### config.mk
export PLATFORM = sky130hd
export DESIGN_NAME = mac_accumulator
export DESIGN_NICKNAME = d
export VERILOG_FILES = /design/src/rtl/mac_pkg.sv /design/src/rtl/mac_acc_adder.sv /design/src/rtl/mac_accumulator.sv
export SDC_FILE = /design/constraint.sdc
export NUM_CORES = 1
export LEC_CHECK = 0
export ABC_AREA = 0
export CAP_MARGIN = 20
export CORE_ASPECT_RATIO = 1.75
export CORE_MARGIN = 3
export CORE_UTILIZATION = 53
export DETAILED_ROUTE_END_ITERATION = 8
export GPL_TIMING_DRIVEN = 0
export HOLD_SLACK_MARGIN = 0.12
export PLACE_DENSITY = 0.81
export SLEW_MARGIN = 20
export SYNTH_ARGS = -nofsm -noshare
export SYNTH_HDL_FRONTEND = slang
export SYNTH_SLANG_ARGS = --single-unit
### constraint.sdc
create_clock -name clk -period 2.9 [get_ports clk]
set_input_delay 0.29 -clock clk [delete_from_list [all_inputs] [get_ports clk]]
set_output_delay 0.29 -clock clk [all_outputs]
set_load 0.03 [all_outputs]
### src/rtl/mac_pkg.sv
// Shared definitions for the MAC accumulator: FSM state encoding and default widths.
package mac_pkg;

  localparam int DEF_PROD_W = 16;
  localparam int DEF_ACC_W  = 24;
  localparam int DEF_LEN_W  = 8;

  typedef enum logic [1:0] {
    IDLE  = 2'd0,
    ACCUM = 2'd1,
    DONE  = 2'd2
  } state_e;

endpackage

### src/rtl/mac_acc_adder.sv
// Accumulator adder: extends a product to ACC_W per mode and reports overflow of the add.
module acc_adder
  import mac_pkg::*;
#(
  parameter int PROD_W = DEF_PROD_W,
  parameter int ACC_W  = DEF_ACC_W
) (
  input  logic [ACC_W-1:0]  acc_i,
  input  logic [PROD_W-1:0] prod_i,
  input  logic              signed_i,
  output logic [ACC_W-1:0]  sum_o,
  output logic              ovf_o
);

  logic [ACC_W-1:0] ext;
  logic [ACC_W:0]   full;

  // Upper bits replicate the product MSB only in signed mode.
  assign ext   = {{(ACC_W-PROD_W){prod_i[PROD_W-1] & signed_i}}, prod_i};
  assign full  = {1'b0, acc_i} + {1'b0, ext};
  assign sum_o = full[ACC_W-1:0];

  assign ovf_o = signed_i ? ((acc_i[ACC_W-1] == ext[ACC_W-1]) && (full[ACC_W-1] != acc_i[ACC_W-1]))
                          : full[ACC_W];

endmodule

### src/rtl/mac_accumulator.sv
// Sums a programmed number of products from a valid/ready stream and presents the
// wrapped sum with a sticky overflow flag on an output valid/ready handshake.
module mac_accumulator
  import mac_pkg::*;
#(
  parameter int PROD_W = DEF_PROD_W,
  parameter int ACC_W  = DEF_ACC_W,
  parameter int LEN_W  = DEF_LEN_W
) (
  input  logic              clk,
  input  logic              rst_n,
  input  logic              start,
  input  logic [LEN_W-1:0]  len,
  input  logic              signed_mode,
  input  logic              in_valid,
  output logic              in_ready,
  input  logic [PROD_W-1:0] in_prod,
  output logic              out_valid,
  input  logic              out_ready,
  output logic [ACC_W-1:0]  out_acc,
  output logic              out_ovf,
  output logic              busy
);

  state_e             state_q, state_d;
  logic [ACC_W-1:0]   acc_q, acc_d;
  logic [LEN_W-1:0]   count_q, count_d;
  logic [LEN_W-1:0]   len_q, len_d;
  logic               mode_q, mode_d;
  logic               ovf_q, ovf_d;
  logic               xfer;
  logic [ACC_W-1:0]   sum;
  logic               add_ovf;

  acc_adder #(
    .PROD_W (PROD_W),
    .ACC_W  (ACC_W)
  ) u_adder (
    .acc_i    (acc_q),
    .prod_i   (in_prod),
    .signed_i (mode_q),
    .sum_o    (sum),
    .ovf_o    (add_ovf)
  );

  assign in_ready  = (state_q == ACCUM);
  assign out_valid = (state_q == DONE);
  assign busy      = (state_q != IDLE);
  assign out_acc   = acc_q;
  assign out_ovf   = ovf_q;
  assign xfer      = in_valid && in_ready;

  always_comb begin
    state_d = state_q;
    acc_d   = acc_q;
    count_d = count_q;
    len_d   = len_q;
    mode_d  = mode_q;
    ovf_d   = ovf_q;
    case (state_q)
      IDLE: begin
        if (start) begin
          len_d   = len;
          mode_d  = signed_mode;
          acc_d   = '0;
          count_d = '0;
          ovf_d   = 1'b0;
          state_d = (len == '0) ? DONE : ACCUM;
        end
      end
      ACCUM: begin
        if (xfer) begin
          acc_d   = sum;
          ovf_d   = ovf_q | add_ovf;
          count_d = count_q + LEN_W'(1);
          if (count_q == len_q - LEN_W'(1)) state_d = DONE;
        end
      end
      DONE: begin
        if (out_ready) state_d = IDLE;
      end
      default: state_d = IDLE;
    endcase
  end

  always_ff @(posedge clk or negedge rst_n) begin
    if (!rst_n) begin
      state_q <= IDLE;
      acc_q   <= '0;
      count_q <= '0;
      len_q   <= '0;
      mode_q  <= 1'b0;
      ovf_q   <= 1'b0;
    end else begin
      state_q <= state_d;
      acc_q   <= acc_d;
      count_q <= count_d;
      len_q   <= len_d;
      mode_q  <= mode_d;
      ovf_q   <= ovf_d;
    end
  end

endmodule
==> results.sh, run 1 <==
export IMPL_status="complete, no violations"
export IMPL_fill_cells=490
export IMPL_path_class="input pin to register"
export IMPL_endpoint_kind="register"
export IMPL_cts_max_level=2
export IMPL_grt_max_degree=28
export IMPL_timing_rr_end="out_acc[22]"
export IMPL_rows=36
export IMPL_p_leak_nw=1.709
export IMPL_critPathCapture="out_acc[22]"
export IMPL_final_nets=495
export IMPL_wire_per_inst_um=15.31
export IMPL_critPathLaunch="in_prod[0]"
export IMPL_final_common_cell="nand2_1"
export IMPL_postPlaceCellArea_um2=3821
export IMPL_route_detailed_drc=0
export IMPL_totalWireLength_mm=7.978
export IMPL_dr_total_vias=2967
export IMPL_start_util_pct=55.34
export IMPL_hold_slack_ns=0.4505
export IMPL_netlist_area_um2=3141
export IMPL_finalSetupViolations=0
export IMPL_drv_slew=0
export IMPL_synth_edf_count=0
export IMPL_rsz0062_at_grt="no"
export IMPL_drive_gt1_share_pct=5.169
export IMPL_period_minus_slack_ns=2.825
export IMPL_syn_avg_cell_area_um2=8.308
export IMPL_dieArea_um2=6922
export IMPL_fmax_ghz=0.3540
export IMPL_diodes=0
export IMPL_clk_pin_slew_worst_paths_ns=0.09
export IMPL_die_w_um=64.19
export IMPL_final_core_util_pct=69.33
export IMPL_cts_made_buffers=5
export IMPL_grt_pass1_wl_mm=13.49
export IMPL_final_cells=521
export IMPL_power_density_nw_per_um2=1006
export IMPL_finalCritPeriodShare_pct=97.42
export IMPL_rr_worst_depth=9
export IMPL_drt_vias_per_instance=5.695
export IMPL_r2r_slack_ns=0.13
export IMPL_fp_coreArea_um2=5675
export IMPL_cp_arrival_ns=3.06
export IMPL_cts_tree="yes"
export IMPL_required_ns=3.13
export IMPL_cts_max_path_buffers=2
export IMPL_async_flop_share_pct=100.0
export IMPL_syn_nets=429
export IMPL_ys_types=50
export IMPL_synthFlopType="dfrtp_1"
export IMPL_r2r_start="out_acc[0]"
export IMPL_yosysSeqAreaShare_pct=35.06
export IMPL_syn_inst=378
export IMPL_dpl_cell_count=512
export IMPL_mostFrequentLayoutCells="69 x nand2_1, 56 x clkdlybuf4s50_1, 44 x dfrtp_1"
export IMPL_place_congestion=0.9236
export IMPL_yosys_warnings=0
export IMPL_worstPathMaxFanout=5
export IMPL_clock_sinks=44
export IMPL_overflow=0
export IMPL_cts_root_buf="clkbuf_8"
export IMPL_antenna_found_initial=0
export IMPL_fin_worst_skew_ns=0.008541
export IMPL_ys_ff_latch=44
export IMPL_hold_viol=0
export IMPL_grtUsageTotal_pct=24.47
export IMPL_startpoint_type="input pin"
export IMPL_cts_setup_buffers=0
export IMPL_portBuffers=57
export IMPL_area_growth_pct=25.30
export IMPL_drtIter0Drc=116
export IMPL_min_path_type="input pin to asynchronous set/reset pin"
export IMPL_clkLatencyLatePin_ns=0.31
export IMPL_hpwl_mm=6.188
export IMPL_ant_nets=0
export IMPL_fin_area_um2=3935
export IMPL_slew_headroom_pct=62.53
export IMPL_ir_worst_vdd_v=0.0006408
export IMPL_tightestPinTransition_ns=0.5600
export IMPL_die_h_um=107.8
export IMPL_maxCapViolCount=0
export IMPL_grt_pass1_vias=3113
export IMPL_first_pass_iters=4
export IMPL_num_io_pins=58
## metal layers
metal | share of wire (%) | vias to the layer above | GRT usage (%)
met5 | 0 | - | 0
met2 | 57 | 69 | 49.37
li1 | - | 1464 | -
met1 | 37 | 1413 | 23.38
met4 | 2.8 | 0 | 11.65
met3 | 2.7 | 21 | 2.926
## metrics by stage
stage	power (W)	setup TNS, ns	setup slack, ns
finish	0.003959	0	0.07493
global route	0.004270	0	0.0007898
CTS	0.003965	0	0.07375
detailed placement	0.003525	-1.953	-0.3781
global placement	0.003444	-1.449	-0.3001
floorplan	0.002767	0	0.1207
## power breakdown
group          switching (W)  internal, W  leakage [nW]  total [W]
Clock               0.000229     0.000191        0.0510   0.000420
Sequential          0.000220     0.000837         0.575    0.00106
Combinational        0.00146      0.00102          1.08    0.00248
## timing repair
action	in CTS	in global routing
resized for setup	1	1
hold buffers	1	0
hold endpoints to repair	17	0
setup endpoints to repair	4	2
pin swaps	1	0
## sequential cells by signal (all words and copies together), names as in the netlist
name / cells
state_q: 2
len_q: 8
count_q: 8
mode_q: 1
out_ovf: 1
out_acc: 24
## worst max-delay path: stages
cell,delay [ns]
clkdlybuf4s50_1,0.46
ha_1,0.19
fa_2,0.26
a211oi_1,0.11
nor4b_2,0.42
nor4b_4,0.12
o41ai_4,0.48
o32ai_1,0.22
o31a_2,0.36
o21ai_1,0.14
## Yosys cell counts (all sizes together), types with 4 or more instances
cell | number | share of area (%)
nand2 | 69 | 8.2
dfrtp | 44 | 35
o21ai | 34 | 5.4
a21oi | 27 | 4.3
nor2 | 24 | 2.9
ha | 20 | 8.0
xnor2 | 20 | 5.6
xor2 | 13 | 3.6
inv | 12 | 1.4
clkbuf | 11 | 1.3
nand3 | 11 | 1.8
nor3 | 10 | 1.6
a21o | 6 | 1.5
nor4 | 6 | 1.2
mux2i | 5 | 1.6
nand4 | 5 | 1.0
nor2b | 5 | 1.0
o211ai | 5 | 1.2
o21bai | 5 | 1.2
or3 | 5 | 1.0
nand2b | 4 | 0.80
## final cells by class
| cell class | instances | area [um2] | share of cell area (%) |
|---|---|---|---|
| well taps | 76 | 95.09 | 2.417 |
| multi-input cells | 308 | 1952 | 49.60 |
| plain buffers | 13 | 50.05 | 1.272 |
| clock inverters | 2 | 10.01 | 0.2544 |
| clock buffers | 6 | 82.58 | 2.099 |
| repair buffers | 59 | 595.6 | 15.14 |
| inverters | 13 | 48.80 | 1.240 |
| flip-flops and latches | 44 | 1101 | 27.98 |
## logic make-up (layout without fill, tap and decap cells)
kind of cell	Yosys count	in the layout	synth area share (%)
multiplexers	5	5	1.594
AND/OR/NAND/NOR	151	151	22.67
AO/OA/AOI/OAI	98	98	19.72
XOR/XNOR	33	33	9.203
flip-flops	44	44	35.06
buffers and inverters	26	93	3.147
adder cells (fa/ha/maj)	21	21	8.606
## worst min path at each step
stage | from | end | cells past startpoint
5_1_grt | rst_n | out_acc[9] | 2
2_1_floorplan | rst_n | count_q[0] | 0
3_3_place_gp | len_q[7] | len_q[7] | 2
4_1_cts | rst_n | out_acc[9] | 2
3_5_place_dp | rst_n | out_acc[9] | 1
6_report | rst_n | out_acc[9] | 2
No activity file was read; power rests on OpenSTA's default activity.
==> run 2, diff against run 1 <==
--- a/config.mk
+++ b/config.mk
@@ -11,7 +11,7 @@
 export CORE_MARGIN = 3
 export CORE_UTILIZATION = 53
 export DETAILED_ROUTE_END_ITERATION = 8
-export GPL_TIMING_DRIVEN = 0
+export GPL_TIMING_DRIVEN = 1
 export HOLD_SLACK_MARGIN = 0.12
 export PLACE_DENSITY = 0.81
 export SLEW_MARGIN = 20
==> results.sh, run 2 (same netlist as run 1, synthesis figures left out) <==
export IMPL_dr_total_vias=3046
export IMPL_multi_input_comb_area_um2=1941
export IMPL_crit_family="compound AO/OA/AOI/OAI gates"
export IMPL_hold_slack_ns=0.4014
export IMPL_ff_latch_area_um2=1101
export IMPL_switching_share_pct=46.60
export IMPL_drt_vias_per_instance=5.736
export IMPL_timing_rr_end="out_acc[22]"
export IMPL_crit_chain="clkdlybuf4s50_1, ha_1, fa_1, a211oi_1, nor4b_2, nor4b_2, buf_4, o41ai_4, o32ai_1, o31a_2, o21ai_1"
export IMPL_drtIter0Drc=160
export IMPL_crit_top_cell="nor4b_2"
export IMPL_cts_max_level=2
export IMPL_area_growth_pct=29.44
export IMPL_mostFrequentLayoutCells="69 x nand2_1, 56 x clkdlybuf4s50_1, 44 x dfrtp_1"
export IMPL_r2r_start="out_acc[0]"
export IMPL_p_int_w=0.002217
export IMPL_slew_headroom_pct=59.68
export IMPL_hold_viol=0
export IMPL_first_pass_iters=5
export IMPL_portBuffers=57
export IMPL_num_io_pins=58
export IMPL_fill_cells=498
export IMPL_finalCritPeriodShare_pct=92.59
export IMPL_place_congestion=0.9349
export IMPL_dieArea_um2=6922
export IMPL_r2r_slack_ns=0.25
export IMPL_start_util_pct=55.34
export IMPL_slowest_delay_ns=0.47
export IMPL_rsz0062_at_grt="no"
export IMPL_power_density_nw_per_um2=1021
export IMPL_clkPwrFrac_pct=11.4
export IMPL_postPlaceCellArea_um2=3924
export IMPL_cts_root_buf="clkbuf_8"
export IMPL_clk_pin_slew_worst_paths_ns=0.09
export IMPL_tightestPinTransition_ns=0.5992
export IMPL_rows=36
export IMPL_grt_pass1_wl_mm=14.12
export IMPL_drive_gt1_share_pct=9.670
export IMPL_clkLatencyLatePin_ns=0.30
export IMPL_p_seq_share_pct=26.7
export IMPL_cts_made_buffers=5
export IMPL_cp_arrival_ns=2.91
export IMPL_status="complete, no violations"
export IMPL_cpMaxStageDelayCell="clkdlybuf4s50_1"
export IMPL_largest_register_ffs=24
export IMPL_grt_max_degree=45
export IMPL_p_leak_nw=1.798
export IMPL_path_class="input pin to register"
export IMPL_cts_tree="yes"
export IMPL_rr_worst_depth=11
export IMPL_fmax_ghz=0.3724
export IMPL_wire_per_inst_um=15.55
export IMPL_endpoint_kind="register"
export IMPL_startpoint_type="input pin"
export IMPL_worstPathMaxFanout=5
export IMPL_crit_buf_inv=2
export IMPL_final_common_cell="nand2_1"
export IMPL_finalSetupViolations=0
export IMPL_final_nets=505
export IMPL_fin_area_um2=4065
export IMPL_period_minus_slack_ns=2.685
export IMPL_required_ns=3.12
export IMPL_die_h_um=107.8
export IMPL_die_w_um=64.19
export IMPL_ant_nets=0
export IMPL_overflow=0
export IMPL_p_sw_w=0.001935
export IMPL_diodes=0
export IMPL_route_detailed_drc=0
export IMPL_clock_sinks=44
export IMPL_totalWireLength_mm=8.255
export IMPL_grt_pass1_vias=3087
export IMPL_min_path_type="input pin to asynchronous set/reset pin"
export IMPL_cts_setup_buffers=0
export IMPL_drv_slew=0
export IMPL_fp_coreArea_um2=5675
export IMPL_hpwl_mm=6.245
export IMPL_grtUsageTotal_pct=25.59
export IMPL_p_comb_share_pct=61.9
export IMPL_fin_worst_skew_ns=0.004504
export IMPL_maxCapViolCount=0
export IMPL_antenna_found_initial=0
export IMPL_ir_worst_vdd_v=0.0005680
export IMPL_cts_max_path_buffers=2
## run 2: worst max path at each step
stage               depth (start not counted)           to  slack [ns]        from
floorplan                                   9  out_acc[16]        0.12  out_acc[0]
global placement                           11  out_acc[22]       -0.12  in_prod[0]
detailed placement                         11  out_acc[22]       -0.20  in_prod[0]
CTS                                        11  out_acc[22]        0.10  in_prod[0]
global route                               11  out_acc[22]       0.007  in_prod[0]
finish                                     11  out_acc[22]        0.22  in_prod[0]
## run 2: what timing repair did
item / 4_1_cts / 5_1_grt
gates resized for setup: 0 / 0
setup endpoints to repair: 0 / 2
endpoints found under the hold margin: 0 / 11
hold buffers: 0 / 1
## run 2: area by class of cell
class,count,area share [%]
clock buffers,5,1.693
clock inverters,3,1.046
inverters,13,1.200
multi-input cells,308,47.74
flip-flops and latches,44,27.09
well taps,76,2.339
repair buffers,82,18.90
## run 2: through the flow
step | utilization, % | setup slack, ns | std cells | setup TNS, ns | total power (W)
floorplan | - | 0.1207 | 378 | 0 | 0.002767
global placement | 69.14 | -0.1231 | 521 | -0.2303 | 0.003596
detailed placement | 69.14 | -0.2033 | 521 | -0.5403 | 0.003668
CTS | 71.10 | 0.1043 | 529 | 0 | 0.004158
global route | 71.63 | 0.007351 | 531 | 0 | 0.004482
finish | 71.63 | 0.2150 | 531 | 0 | 0.004152
## run 2: routing by layer
layer  vias up  wire [um]  GRT usage [%]
met5         -          0              0
met4         0        199          9.380
met3        19        319          3.239
met2        84       4723          50.70
met1      1464       3013          26.42
li1       1479          -              -
## run 2: power by group through the flow
stage,logic [W],clock network [W],registers [W]
3_5_place_dp,0.00255,0,0.00112
2_1_floorplan,0.00148,0,0.00128
5_1_grt,0.00282,0.000515,0.00115
3_3_place_gp,0.00249,0,0.00110
6_report,0.00257,0.000475,0.00111
4_1_cts,0.00257,0.000486,0.00111
